--- src/rtl/freqdiv_ctrl.sv ---
// Runtime-programmable clock divider: owns one registered divided clock and applies
// new ratios, start and stop only on period boundaries so clk_out never has a runt pulse.
module freqdiv_ctrl #(
    parameter int WIDTH       = 8,
    parameter int DEFAULT_DIV = 2
) (
    input  logic             clk,
    input  logic             reset,
    input  logic             run,
    input  logic [WIDTH-1:0] cfg_div,
    input  logic             cfg_valid,
    output logic             cfg_ready,
    output logic             clk_out,
    output logic             tick,
    output logic [WIDTH-1:0] cur_div,
    output logic             err,
    output logic             busy
);

    typedef enum logic [1:0] {
        IDLE,
        RUN,
        STOPPING
    } state_t;

    localparam logic [WIDTH-1:0] DIV_RESET = WIDTH'(DEFAULT_DIV);
    localparam logic [WIDTH-1:0] DIV_MIN   = WIDTH'(2);
    localparam logic [WIDTH-1:0] ONE       = WIDTH'(1);

    state_t           state_q, state_d;
    logic [WIDTH-1:0] cnt_q, cnt_d;
    logic [WIDTH-1:0] div_q, div_d;
    logic [WIDTH-1:0] pend_div_q, pend_div_d;
    logic             pend_v_q, pend_v_d;
    logic             clk_out_q, clk_out_d;
    logic             tick_q, tick_d;
    logic             err_q, err_d;

    logic             xfer;
    logic             wrap;
    logic [WIDTH-1:0] cnt_inc;
    logic [WIDTH-1:0] half;

    // A ratio can only be queued while nothing is pending; the slot frees at the applying wrap.
    assign cfg_ready = !pend_v_q;
    assign xfer      = cfg_valid && cfg_ready;
    assign wrap      = (cnt_q == div_q - ONE);
    assign cnt_inc   = cnt_q + ONE;
    assign half      = div_q >> 1;

    assign clk_out   = clk_out_q;
    assign tick      = tick_q;
    assign cur_div   = div_q;
    assign err       = err_q;
    assign busy      = (state_q != IDLE);

    always_comb begin
        // NOTE: every variable gets a default first so no path through the case infers a latch.
        state_d    = state_q;
        cnt_d      = cnt_q;
        div_d      = div_q;
        pend_div_d = pend_div_q;
        pend_v_d   = pend_v_q;
        clk_out_d  = clk_out_q;
        tick_d     = 1'b0;
        err_d      = 1'b0;

        // Accepted ratios load directly when idle, otherwise wait for the next wrap.
        if (xfer) begin
            if (cfg_div < DIV_MIN) begin
                err_d = 1'b1;
            end else if (state_q == IDLE) begin
                div_d = cfg_div;
            end else begin
                pend_div_d = cfg_div;
                pend_v_d   = 1'b1;
            end
        end

        unique case (state_q)
            IDLE: begin
                clk_out_d = 1'b0;
                if (run) begin
                    state_d   = RUN;
                    cnt_d     = '0;
                    clk_out_d = 1'b1;
                    tick_d    = 1'b1;
                end
            end

            RUN, STOPPING: begin
                if (wrap) begin
                    cnt_d = '0;
                    if (pend_v_q) begin
                        div_d    = pend_div_q;
                        pend_v_d = 1'b0;
                    end
                    if (state_q == STOPPING && !run) begin
                        state_d   = IDLE;
                        clk_out_d = 1'b0;
                    end else begin
                        state_d   = run ? RUN : STOPPING;
                        clk_out_d = 1'b1;
                        tick_d    = 1'b1;
                    end
                end else begin
                    // STOPPING keeps counting so the last low phase is full length.
                    cnt_d     = cnt_inc;
                    clk_out_d = (cnt_inc < half);
                    state_d   = run ? RUN : STOPPING;
                end
            end

            default: begin
                state_d   = IDLE;
                cnt_d     = '0;
                clk_out_d = 1'b0;
            end
        endcase
    end

    // NOTE: sequential state uses non-blocking assignments so every register samples pre-edge values.
    always_ff @(posedge clk or negedge reset) begin
        if (!reset) begin
            state_q    <= IDLE;
            cnt_q      <= '0;
            div_q      <= DIV_RESET;
            pend_div_q <= DIV_RESET;
            pend_v_q   <= 1'b0;
            clk_out_q  <= 1'b0;
            tick_q     <= 1'b0;
            err_q      <= 1'b0;
        end else begin
            state_q    <= state_d;
            cnt_q      <= cnt_d;
            div_q      <= div_d;
            pend_div_q <= pend_div_d;
            pend_v_q   <= pend_v_d;
            clk_out_q  <= clk_out_d;
            tick_q     <= tick_d;
            err_q      <= err_d;
        end
    end

endmodule

--- config.mk ---
export PLATFORM = sky130hd
export DESIGN_NAME = freqdiv_ctrl
export DESIGN_NICKNAME = d
export VERILOG_FILES = /design/src/rtl/freqdiv_ctrl.sv
export SDC_FILE = /design/constraint.sdc
export NUM_CORES = 1
export LEC_CHECK = 0
export ABC_AREA = 0
export BUFFER_PORTS_ARGS = -buffer_cell sky130_fd_sc_hd__buf_4
export CORE_MARGIN = 5
export CORE_UTILIZATION = 24
export DETAILED_ROUTE_END_ITERATION = 10
export SYNTH_ARGS = -nofsm -noshare
export SYNTH_HDL_FRONTEND = slang
export SYNTH_SLANG_ARGS = --single-unit
--- constraint.sdc ---
create_clock -name clk -period 3.2 [get_ports clk]
set_input_delay 0.16 -clock clk [delete_from_list [all_inputs] [get_ports clk]]
set_output_delay 0.16 -clock clk [all_outputs]
set_load 0.05 [all_outputs]
# Word level (Yosys, flattened, before mapping)
# Index checks and enable logic that the tools add are counted.
# classes
addsub,2
n_mul,0
div,0
magnitude_cmp,2
n_eq_ne,4
n_shift,0
muxes,28
n_bitwise,2
reduce_logical,8
# ops
cell,count
8-bit 2-to-1 mux,8
8-bit one-hot mux with 2 select lines,1
1-bit 2-to-1 mux,12
"8-bit by 1-bit adder with 8-bit output, second input constant",1
8-bit equality test,1
"8-bit by 2-bit less-than comparator with 1-bit output, second input constant",1
8-bit by 7-bit less-than comparator with 1-bit output,1
2-bit 2-to-1 mux,4
"8-bit by 1-bit subtractor with 8-bit output, second input constant",1
1-bit one-hot mux with 2 select lines,2
2-bit one-hot mux with 2 select lines,1
3-bit AND reduction,1
"2-bit by 1-bit equality test with 1-bit output, second input constant",1
"2-bit equality test, second input constant",1
1-bit logical AND,2
1-bit zero test,2
2-bit zero test,1
"2-bit inequality test, second input constant",1
1-bit NOT,2
2-bit nonzero test,1
2-bit OR reduction,1
# word_totals
reg_bits,30
latch_bits,0
ram_bits,0
mem_bits_ro,0
inputBits,12
out_inout_bits,13
word_cells,54
mem_count,0

# Depth between registers and ports, before layout
# Gate-level depths: netlist (run 1).
# depth
ltp_word,7
ltp_mapped,10
ltp_nobuf,9

# Worst setup path before layout (run 1)
# No wires, ideal clock.
# synth_path
path_kind,register -> register
startpoint,register div_q[0] (netlist: cur_div[0])
endpoint,register div_q[0] (netlist: cur_div[0])
setup_ns,0.125
arrival_ns,2.317
required_time_ns,3.075
setup_slack_ns,0.758
path_stages_with_launch,8
path_buffers,0
period_less_slack_ns,2.442
path_cell_list,dfrtp_1 -> inv_1 -> ha_1 -> o21a_1 -> or3b_2 -> nand2_1 -> nand4_4 -> mux2_2
# synth_between
elab_chain_len,6
elab_cells_between_ends,8
classes_between,add/sub (1); eq/ne (1); mux (6)
# synth_rtl
element,line_no,rtl
from (decl),32,"logic [WIDTH-1:0] div_q, div_d;"
from (signal assigned),136,div_q <= div_d;
branches (longest 5 deep; another with 8-bit by 1-bit subtractor with 8-bit output),n/a,
8-bit 2-to-1 mux *,80,unique case (state_q)
via div_d[0],32,
# Mark *: on every way through the listed nets, which the timed path passes.
# A chain may end at the register's enable or synchronous reset.

# Worst setup path in the final report (run 1)
# layout_path
startpoint,register div_q[1] (netlist: cur_div[1])
endpoint,register div_q[0] (netlist: cur_div[0])
# layout_between
elab_chain_len,4
# layout_rtl
element,line_no,rtl
8-bit by 1-bit subtractor with 8-bit output,47,assign wrap = (cnt_q == div_q - ONE);
8-bit equality test,47,
8-bit 2-to-1 mux,92,if (wrap) begin
8-bit 2-to-1 mux,80,
via div_d[0],32,
# The timed path passes the listed nets, and every way through them passes these cells.

==> metrics, run 1 <==
buffers from clock root to sink, at most 2; top cells by area in the synthesized netlist sky130_fd_sc_hd__dfrtp_1, sky130_fd_sc_hd__mux2_2, sky130_fd_sc_hd__ha_1; maximum ir drop on the vdd rail 0.406 mV; total power density per cell area just over 1000 mW/mm^2; core footprint 0.00777 mm^2; TritonRoute pass-1 iters 4; Post-synth top cells sky130_fd_sc_hd__dfrtp_1, sky130_fd_sc_hd__mux2_2, sky130_fd_sc_hd__inv_1, sky130_fd_sc_hd__nand2_1, sky130_fd_sc_hd__ha_1; Clock H-tree levels 2; Antenna Nets Post-Route 0; clock tree root buffer cell sky130_fd_sc_hd__clkbuf_8; kind of end point of the critical path register; Die Outline Area roughly 0.0099 mm^2; min-delay worst type in2reg; switch share 45.9%; number of synthesis warnings 0; Starting Density 24.8%; end-of-flow core utilization between 20% and 30%; number of antenna violations at the first check in global routing 0; number of clock buffers inserted by TritonCTS 5; number of DRC violations after detailed routing 0; leakage power 1.05 nW; Worst Clk Skew about 0.0074 ns; data required time of the worst path 3.36 ns; average instance area after synthesis 10.4 um^2; area share of the largest cell type after synthesis 36.4%; HPWL reported at the end of detailed placement between 3 and 4 mm; Boundary Pins 25; unique cell type count in the Yosys netlist 39; Final Hold Violating Endpoints 0; proportion of synthesized chip area in sequential cells between 30% and 40%; number of placement rows 32; DRC marker count from the first detailed-route iteration 64; final setup violation count 0; post-detailed-route via-to-cell ratio approximately 4.6; Synth Cell Area 0.00192 mm^2; aggregate negative setup slack 0 ns; layout-stage area growth over the synthesis result 20.8%; count of max-cap constraint violations 0; internal cell power roughly 1.3 mW; most frequently used cell type in the post-synthesis netlist sky130_fd_sc_hd__dfrtp_1; post-synthesis instance total 185; part of the total power dissipated in sequential elements 30.8%; dominant cell type by area after synthesis sky130_fd_sc_hd__dfrtp_1; part of the total power dissipated in the clock network 15.4%; total of buffers placed on input and output ports 24; die boundary width around 100 um; Net count, final between 200 and 250; cts repair resizes 0; aggregate routed wire length 4.38 mm; clock latency at the later pin of the worst-skew pair between 0.2 and 0.3 ns; number of nets in the synthesized netlist 208; worst-case setup margin in the final layout 0.794 ns; Worst Path Arrival 2.57 ns; pin count of the biggest net entering global routing 31; overall die height 99.5 um; sum of overflow across all layers after global routing 0; Placer Congestion 0.773; setup repair after global routing missed its margin no; Fmax 416 MHz; type of element launching the critical path register; overall routing resource usage 9.95%; share of the cycle needed by the critical path after routing 75.2%; result of the run complete, no violations; worst-case setup slack after placement slightly above 0.8 ns; Tightest Pin Transition 0.652 ns; Clock Sink Count 30; number of synthesized flops with an enable pin 0; via count of the first global-routing pass approximately 1600; main flop type after synthesis sky130_fd_sc_hd__dfrtp_1; detailed-route wire length per cell 13.9 um; combinational group share of total power between 50% and 60%; routed vias 1464; Fill cells a little over 800; wire length of the first global-routing pass 7.89 mm; Final Slew Violations 0; TritonCTS clock tree done; synthesis-stage register bit count 30; critical path type reg2reg; crit-path max FO 8; minimum clock period after layout 2.41 ns; max_slew headroom 56.3%; post-synthesis async set-or-reset flop share 100%; Diodes inserted 0; Reg clk slew, reported paths 0.06 ns; share of layout cells above drive strength 1 29.4%; net switching component of the power roughly 1.1 mW
[per-layer routing]
metal / up-vias / wire length [um] / global-route usage [%]
met2: 23 / 1980 / 15.8
met1: 716 / 2150 / 12.9
met3: 10 / 159 / 2.31
met5: - / 0 / 0
met4: 0 / 89 / 4.20
li1: 715 / - / -
[final timing paths]
path / startpoint / endpoint / slack, ns / cells past startpoint
hold / removal: cfg_div[0] / pend_div_q[0]$_DFFE_PN0P_ / 0.12 / 2
setup / recovery: cur_div[1]$_DFF_PN1_ / cur_div[0]$_DFF_PN0_ / 0.79 / 7
setup reg to reg: cur_div[1]$_DFF_PN1_ / cur_div[0]$_DFF_PN0_ / 0.79 / 7
max in group asynchronous: reset / cur_div[1]$_DFF_PN1_ / 2.50 / 2
hold reg to reg: pend_div_q[7]$_DFFE_PN0P_ / cur_div[7]$_DFF_PN0_ / 0.50 / 1
min in group asynchronous: reset / pend_div_q[2]$_DFFE_PN0P_ / 0.37 / 2
[layout make-up]
class | instances | area [um^2] | area share (%)
clock buffers | 8 | 110 | 4.74
inverters | 13 | 48.8 | 2.10
multi-input cells | 138 | 1090 | 47.0
flip-flops and latches | 30 | 753 | 32.4
well taps | 102 | 128 | 5.50
repair buffers | 25 | 190 | 8.19
[layout by cell type, fill, tap and decap left out, drive strengths merged, types with 2 or more instances in the layout]
cell type	netlist	layout
nor3	9	9
inv	13	13
and2	2	2
nand3	7	7
o21ai	6	6
nor2	10	10
buf	1	24
dfrtp	28	28
xnor2	9	9
and3	3	3
a21oi	3	3
mux2	25	25
a32o	3	3
nor4	2	2
a21o	3	3
nor3b	2	2
clkbuf	3	8
o21a	5	5
o2111ai	2	2
xor2	8	8
a22o	2	2
nand2	14	14
ha	11	11
dfstp	2	2
[logic make-up (layout without fill, tap and decap cells)]
group / after synthesis / in the layout / share of synthesized area (%)
buffers and inverters: 17 / 46 / 4.03
AO/OA/AOI/OAI: 28 / 28 / 10.5
adder cells (fa/ha/maj): 11 / 11 / 7.16
flip-flops: 30 / 30 / 39.2
AND/OR/NAND/NOR: 56 / 56 / 16.2
XOR/XNOR: 17 / 17 / 7.74
multiplexers: 26 / 26 / 15.2
[state kept, by name, indices dropped and copies added, names as in the netlist]
register	flops
cur_div	8
pend_div_q	8
state_q	2
pend_v_q	1
tick	1
cnt_q	8
err	1
clk_out	1
[stage by stage]
stage          area [um^2]  hold slack (ns)  cells  power (mW)
6_report              2320            0.124    316        2.35
2_1_floorplan         1920           -0.136    185        1.67
3_5_place_dp          2200            0.126    307        2.01
5_1_grt               2320            0.120    316        2.55
4_1_cts               2320            0.114    316        2.38
3_3_place_gp          2200            0.123    307        1.98
[power by group through the flow]
stage	sequential, mW	combinational, mW	clock, mW
after detailed placement	0.730	1.28	0
after global placement	0.723	1.26	0
after CTS	0.724	1.29	0.373
after global routing	0.753	1.41	0.390
final	0.722	1.26	0.361
after floorplan	0.873	0.793	0
[worst max-delay path: stages (launching register included)]
cell	delay (ns)
sky130_fd_sc_hd__dfstp_2	0.60
sky130_fd_sc_hd__inv_1	0.06
sky130_fd_sc_hd__ha_1	0.26
sky130_fd_sc_hd__o21a_1	0.20
sky130_fd_sc_hd__or3b_2	0.45
sky130_fd_sc_hd__nand2_1	0.19
sky130_fd_sc_hd__nand4_4	0.21
sky130_fd_sc_hd__mux2_2	0.33
[timing repair]
item / 4_1_cts / 5_1_grt
hold buffers: 1 / 0
endpoints found under the hold margin: 28 / 0
setup buffers: 0 / 0
endpoints found under the setup margin: 0 / 0
(Power assumes the default switching activity.)
==> run 2: changes to the inputs <==
==> constraint.sdc (replaced) <==
create_clock -name clk -period 2 [get_ports clk]
set_input_delay 0.1 -clock clk [delete_from_list [all_inputs] [get_ports clk]]
set_output_delay 0.1 -clock clk [all_outputs]
set_load 0.05 [all_outputs]
==> metrics, run 2 (synthesis gave the netlist of run 1 again) <==
top layer in use met4 (unchanged); minimum clock period after layout 2.14 ns (was 2.41 ns); fin area 0.00263 mm^2 (was 0.00232 mm^2); Met3 Routed Length 120 um (was 159 um); setup slack, reg-to-reg -0.14 ns (was 0.79 ns); type of element launching the critical path register (unchanged); Final Slew Violations 0 (unchanged); final setup violation count 19 (was 0); worst-case setup margin in the final layout -0.141 ns (was 0.794 ns); aggregate routed wire length 4.55 mm (was 4.38 mm); max_slew headroom 71.1% (was 56.3%); detailed-route wire length per cell 13.0 um (was 13.9 um); Placer Congestion 0.835 (was 0.773); most frequent cells in the layout sky130_fd_sc_hd__buf_4, sky130_fd_sc_hd__mux2_2, sky130_fd_sc_hd__dfrtp_1 (was sky130_fd_sc_hd__dfrtp_1, sky130_fd_sc_hd__mux2_2, sky130_fd_sc_hd__buf_4); result of the run finished with violations (was complete, no violations); number of antenna violations at the first check in global routing 0 (unchanged); commonest non-fill, non-tap cell in the layout sky130_fd_sc_hd__buf_4 (was sky130_fd_sc_hd__dfrtp_1); Worst Path Arrival 2.31 ns (was 2.57 ns); Crit path largest cell delay 0.66 ns (was 0.60 ns); Net count, final 269 (was 236); Boundary Pins 25 (unchanged); maximum ir drop on the vdd rail 0.602 mV (was 0.406 mV); placed cell area 0.00247 mm^2 (was 0.00220 mm^2); TritonRoute pass-1 iters 4 (unchanged); sum of overflow across all layers after global routing 0 (unchanged); total of buffers placed on input and output ports 24 (unchanged); DRC marker count from the first detailed-route iteration 40 (was 64); leakage power 1.23 nW (was 1.05 nW); overall die height 99.5 um (unchanged); wl on met1 2.16 mm (was 2.15 mm); worst reg2reg endpoint cur_div[0]$_DFF_PN0_ (unchanged); HPWL reported at the end of detailed placement 3.58 mm (was 3.29 mm); worst reg2reg path startpoint cur_div[1]$_DFF_PN1_ (unchanged); setup repair after global routing missed its margin yes (was no); met2 routed wirelength 2.23 mm (was 1.98 mm); via count of the first global-routing pass 1720 (was 1601); Tightest Pin Transition 0.430 ns (was 0.652 ns); core footprint 0.00777 mm^2 (unchanged); TritonCTS clock tree done (unchanged); Starting Density 24.8% (unchanged); Clock Sink Count 30 (unchanged); Hold Path Cell Cnt 2 (unchanged); Reg2Reg Depth 7 (unchanged); Hold EP pend_div_q[0]$_DFFE_PN0P_ (unchanged); routed vias 1565 (was 1464); Final Hold Violating Endpoints 0 (unchanged); Fill cells 794 (was 830); data required time of the worst path 2.17 ns (was 3.36 ns); Antenna Nets Post-Route 0 (unchanged); standard cell with the maximum stage delay on the critical path sky130_fd_sc_hd__dfstp_4 (was sky130_fd_sc_hd__dfstp_2); worst min-delay path startpoint cfg_div[0] (unchanged); overall routing resource usage 10.0% (was 9.95%); violations in the final reports setup timing; overall power 4.24 mW (was 2.35 mW); post-detailed-route via-to-cell ratio 4.48 (was 4.63); worst hold slack 0.0654 ns (was 0.124 ns); cell chain of the critical path inv_4 > ha_4 > o2111ai_1 > o21ai_1 > nor3_4 > nand4_4 > mux2_4 (was inv_1 > ha_1 > o21a_1 > or3b_2 > nand2_1 > nand4_4 > mux2_2); critical path type reg2reg (unchanged); pin count of the biggest net entering global routing 31 (unchanged); count of max-cap constraint violations 0 (unchanged); layout-stage area growth over the synthesis result 36.8% (was 20.8%); wire length of the first global-routing pass 8.04 mm (was 7.89 mm); Reg clk slew, reported paths 0.07 ns (was 0.06 ns); kind of end point of the critical path register (unchanged); number of placement rows 32 (unchanged); die boundary width 99.5 um (unchanged); min-delay worst type in2reg (unchanged); number of clock buffers inserted by TritonCTS 5 (unchanged); crit-path max FO 8 (unchanged); Fmax 467 MHz (was 416 MHz); Diodes inserted 0 (unchanged); share of layout cells above drive strength 1 43.3% (was 29.4%); Die Outline Area 0.00990 mm^2 (unchanged); share of the cycle needed by the critical path after routing 107% (was 75.2%); number of DRC violations after detailed routing 0 (unchanged); Clock H-tree levels 2 (unchanged); total power density per cell area 1610 mW/mm^2 (was 1010 mW/mm^2); Worst Clk Skew 0.00656 ns (was 0.00743 ns); clock latency at the later pin of the worst-skew pair 0.28 ns (about the same); buffers from clock root to sink, at most 2 (unchanged); clock tree root buffer cell sky130_fd_sc_hd__clkbuf_8 (unchanged)
## run 2: cell types whose count changed in the layout (fill, tap and decap cells not counted), sizes merged
cell / delta
buf: +33
clkbuf: -1
clkinv: +1
## run 2: through the flow
step | utilization (%) | TNS [ns] | instances | worst slack, ns
after floorplan | - | -1.33 | 185 | -0.162
after global placement | 31.8 | -0.945 | 337 | -0.111
after detailed placement | 31.8 | -1.39 | 337 | -0.153
after CTS | 33.5 | -1.48 | 347 | -0.135
after global routing | 33.9 | -3.27 | 349 | -0.228
final | 33.9 | -1.71 | 349 | -0.141
## run 2: power by group
part / switching [mW] / internal [mW] / leakage, nW
sequential: 0.187 / 0.871 / 0.369
combinational: 1.44 / 1.23 / 0.810
clock: 0.236 / 0.277 / 0.0482
total: 1.86 / 2.38 / 1.23
## run 2: layout make-up
type | instances | area [um^2] | area share, %
Clock buffer | 7 | 86.3 | 3.28
Clock inverter | 1 | 5.00 | 0.190
Inverter | 13 | 51.3 | 1.95
Multi-Input combinational cell | 138 | 1140 | 43.5
Sequential cell | 30 | 762 | 29.0
Tap cell | 102 | 128 | 4.85
Timing Repair Buffer | 58 | 454 | 17.3
## run 2: worst max-delay path by stage
stage,endpoint,slack (ns),start,cells after the start
finish,cur_div[0]$_DFF_PN0_,-0.14,cur_div[1]$_DFF_PN1_,7
global route,cur_div[0]$_DFF_PN0_,-0.23,cur_div[1]$_DFF_PN1_,7
CTS,cur_div[0]$_DFF_PN0_,-0.13,cur_div[1]$_DFF_PN1_,7
detailed placement,clk_out$_DFF_PN0_,-0.15,cur_div[1]$_DFF_PN1_,6
global placement,cur_div[0]$_DFF_PN0_,-0.11,cur_div[1]$_DFF_PN1_,6
floorplan,cur_div[0]$_DFF_PN0_,-0.16,cur_div[1]$_DFF_PN1_,7
## run 2: critical path, delay by kind of cell, from the launching register on
| family | cells | cell delay (ns) |
|---|---|---|
| and+or+nand+nor | 2 | 0.49 |
| adders and majority gates | 1 | 0.17 |
| DFF | 1 | 0.66 |
| muxes | 1 | 0.34 |
| buffers and inverters | 1 | 0.04 |
| AOI/OAI and AO/OA | 2 | 0.34 |
## run 2: routing by layer
metal	up-vias	global-route usage (%)
met4	0	2.52
met1	763	12.6
met2	16	17.3
met3	5	2.38
li1	781	-
met5	-	0
## run 2: timing repair
action,4_1_cts,5_1_grt
setup buffers,1,2
endpoints found under the setup margin,19,20
hold buffers,1,0
pin swaps,1,1
hold endpoints to repair,28,0
resized for setup,4,6
==> run 3: changes to the inputs <==
--- a/config.mk
+++ b/config.mk
@@ -7,9 +7,11 @@
 export LEC_CHECK = 0
 export ABC_AREA = 0
 export BUFFER_PORTS_ARGS = -buffer_cell sky130_fd_sc_hd__buf_4
+export CORE_ASPECT_RATIO = 1.1
 export CORE_MARGIN = 5
 export CORE_UTILIZATION = 24
 export DETAILED_ROUTE_END_ITERATION = 10
+export SLEW_MARGIN = 15
 export SYNTH_ARGS = -nofsm -noshare
 export SYNTH_HDL_FRONTEND = slang
 export SYNTH_SLANG_ARGS = --single-unit
==> metrics, run 3 (synthesis gave the netlist of run 1 again) <==
placed cell area 0.00245 mm^2 (was 0.00247 mm^2); Starting Density 24.4% (was 24.8%); top layer in use met4 (unchanged); wire length of the first global-routing pass 7.82 mm (was 8.04 mm); Worst Clk Skew 0.00464 ns (was 0.00656 ns); worst reg2reg path startpoint cur_div[1]$_DFF_PN1_ (unchanged); end-of-flow core utilization 33.9% (about the same); min-delay worst type in2reg (unchanged); setup slack, reg-to-reg -0.20 ns (was -0.14 ns); Clock H-tree levels 2 (unchanged); number of clock buffers inserted by TritonCTS 5 (unchanged); max_slew headroom 71.8% (was 71.1%); minimum clock period after layout 2.20 ns (was 2.14 ns); overall routing resource usage 10.1% (was 10.0%); Cells after DPL 340 (was 337); met2 routed wirelength 2.32 mm (was 2.23 mm); share of the cycle needed by the critical path after routing 110% (was 107%); Tightest Pin Transition 0.420 ns (was 0.430 ns); TritonRoute pass-1 iters 4 (unchanged); overall power 4.36 mW (was 4.24 mW); fin area 0.00267 mm^2 (was 0.00263 mm^2); data required time of the worst path 2.17 ns (about the same); number of DRC violations after detailed routing 0 (unchanged); area occupied by multi-input gates 0.00120 mm^2 (was 0.00114 mm^2); core footprint 0.00787 mm^2 (was 0.00777 mm^2); kind of end point of the critical path register (unchanged); aggregate routed wire length 4.69 mm (was 4.55 mm); Clock Sink Count 30 (unchanged); Hold EP pend_div_q[0]$_DFFE_PN0P_ (unchanged); Diodes inserted 0 (unchanged); Crit path largest cell delay 0.64 ns (was 0.66 ns); buffers from clock root to sink, at most 2 (unchanged); worst-case setup slack after placement -0.260 ns (was -0.153 ns); maximum ir drop on the vdd rail 0.714 mV (was 0.602 mV); violations in the final reports setup timing (unchanged); pin count of the biggest net entering global routing 31 (unchanged); Fill cells 809 (was 794); Fmax 454 MHz (was 467 MHz); total of buffers placed on input and output ports 24 (unchanged); Boundary Pins 25 (unchanged); Reg2Reg Depth 7 (unchanged); post-detailed-route via-to-cell ratio 4.40 (was 4.48); crit-path max FO 8 (unchanged); most frequent cells in the layout sky130_fd_sc_hd__buf_4, sky130_fd_sc_hd__mux2_2, sky130_fd_sc_hd__dfrtp_1 (unchanged); Final Hold Violating Endpoints 0 (unchanged); overall die height 104 um (was 99.5 um); leakage power 1.22 nW (was 1.23 nW); detailed-route wire length per cell 13.3 um (was 13.0 um); total power density per cell area 1630 mW/mm^2 (was 1610 mW/mm^2); standard cell with the maximum stage delay on the critical path sky130_fd_sc_hd__dfstp_4 (unchanged); family with the most delay on the worst path simple AND/OR/NAND/NOR gates (was flip-flops); worst reg2reg endpoint cur_div[0]$_DFF_PN0_ (unchanged); wl on met1 2.15 mm (was 2.16 mm); TritonCTS clock tree done (unchanged); worst hold slack 0.0508 ns (was 0.0654 ns); clock tree root buffer cell sky130_fd_sc_hd__clkbuf_8 (unchanged); commonest non-fill, non-tap cell in the layout sky130_fd_sc_hd__buf_4 (unchanged); sum of overflow across all layers after global routing 0 (unchanged); share of layout cells above drive strength 1 46.5% (was 43.3%); Met3 Routed Length 189 um (was 120 um); number of antenna violations at the first check in global routing 0 (unchanged); routed vias 1554 (was 1565); type of element launching the critical path register (unchanged); storage element area 763 um^2 (was 762 um^2); fin cells 353 (was 349); Hold Path Cell Cnt 2 (unchanged); Placer Congestion 0.792 (was 0.835); clock latency at the later pin of the worst-skew pair 0.29 ns (was 0.28 ns); Worst Path Arrival 2.37 ns (was 2.31 ns); die boundary width 95.4 um (was 99.5 um); DRC marker count from the first detailed-route iteration 51 (was 40); count of max-cap constraint violations 0 (unchanged); Reg clk slew, reported paths 0.07 ns (about the same); result of the run finished with violations (unchanged); cell chain of the critical path inv_4 > ha_4 > o21a_1 > or3b_4 > nand2_4 > nand4_4 > mux2_4 (was inv_4 > ha_4 > o2111ai_1 > o21ai_1 > nor3_4 > nand4_4 > mux2_4); Net count, final 267 (was 269); count of buffer and inverter cells on the critical path 1 (unchanged); setup repair after global routing missed its margin yes (unchanged); Antenna Nets Post-Route 0 (unchanged); via count of the first global-routing pass 1660 (was 1720); critical path type reg2reg (unchanged); Final Slew Violations 0 (unchanged); worst min-delay path startpoint cfg_div[0] (unchanged); aggregate negative setup slack -2.20 ns (was -1.71 ns); HPWL reported at the end of detailed placement 3.55 mm (was 3.58 mm); worst-case setup margin in the final layout -0.200 ns (was -0.141 ns); layout-stage area growth over the synthesis result 38.9% (was 36.8%); final setup violation count 19 (unchanged); number of placement rows 34 (was 32); Die Outline Area 0.00991 mm^2 (was 0.00990 mm^2)
[run 3: cell types whose count changed in the layout (fill, tap and decap cells not counted), moves of 2 or more]
cell,previous run,this run
sky130_fd_sc_hd__nand3_1,7,5
sky130_fd_sc_hd__xor2_2,0,2
sky130_fd_sc_hd__xor2_1,8,6
sky130_fd_sc_hd__nand3_2,0,2
[run 3: worst max path at each step]
| stage | start | end | slack [ns] | cells past startpoint |
|---|---|---|---|---|
| 6_report | cur_div[1]$_DFF_PN1_ | cur_div[0]$_DFF_PN0_ | -0.20 | 7 |
| 5_1_grt | cur_div[1]$_DFF_PN1_ | cur_div[0]$_DFF_PN0_ | -0.28 | 7 |
| 4_1_cts | cur_div[1]$_DFF_PN1_ | cur_div[0]$_DFF_PN0_ | -0.19 | 7 |
| 3_5_place_dp | cur_div[1]$_DFF_PN1_ | cur_div[0]$_DFF_PN0_ | -0.26 | 7 |
| 3_3_place_gp | cur_div[1]$_DFF_PN1_ | cur_div[0]$_DFF_PN0_ | -0.15 | 7 |
| 2_1_floorplan | cur_div[1]$_DFF_PN1_ | cur_div[0]$_DFF_PN0_ | -0.16 | 7 |
[run 3: what timing repair did]
item	in CTS	in global routing
setup endpoints to repair	19	20
setup buffers	3	1
gates resized for setup	9	12
hold buffers	1	0
pin swaps	8	6
hold endpoints to repair	28	0
[run 3: cell type report]
type	instances	area share (%)
timing repair buffer	56	16.0
clock buffer	7	3.23
clock inverter	1	0.187
tap	108	5.06
inverter	13	1.92
sequential	30	28.6
multi-input combinational	138	45.1
[run 3: routing by layer]
metal  track usage, %  vias to the layer above
li1                 -                      772
met1             12.4                      753
met2             16.2                       24
met3             3.55                        5
met4             3.09                        0
met5                0                        -
[run 3: power breakdown]
group          internal [mW]  leakage, nW  total, mW  switching (mW)
logic                   1.28        0.808       2.79            1.50
registers              0.872        0.367       1.06           0.183
clock network          0.277       0.0482      0.519           0.242
total                   2.43         1.22       4.36            1.93
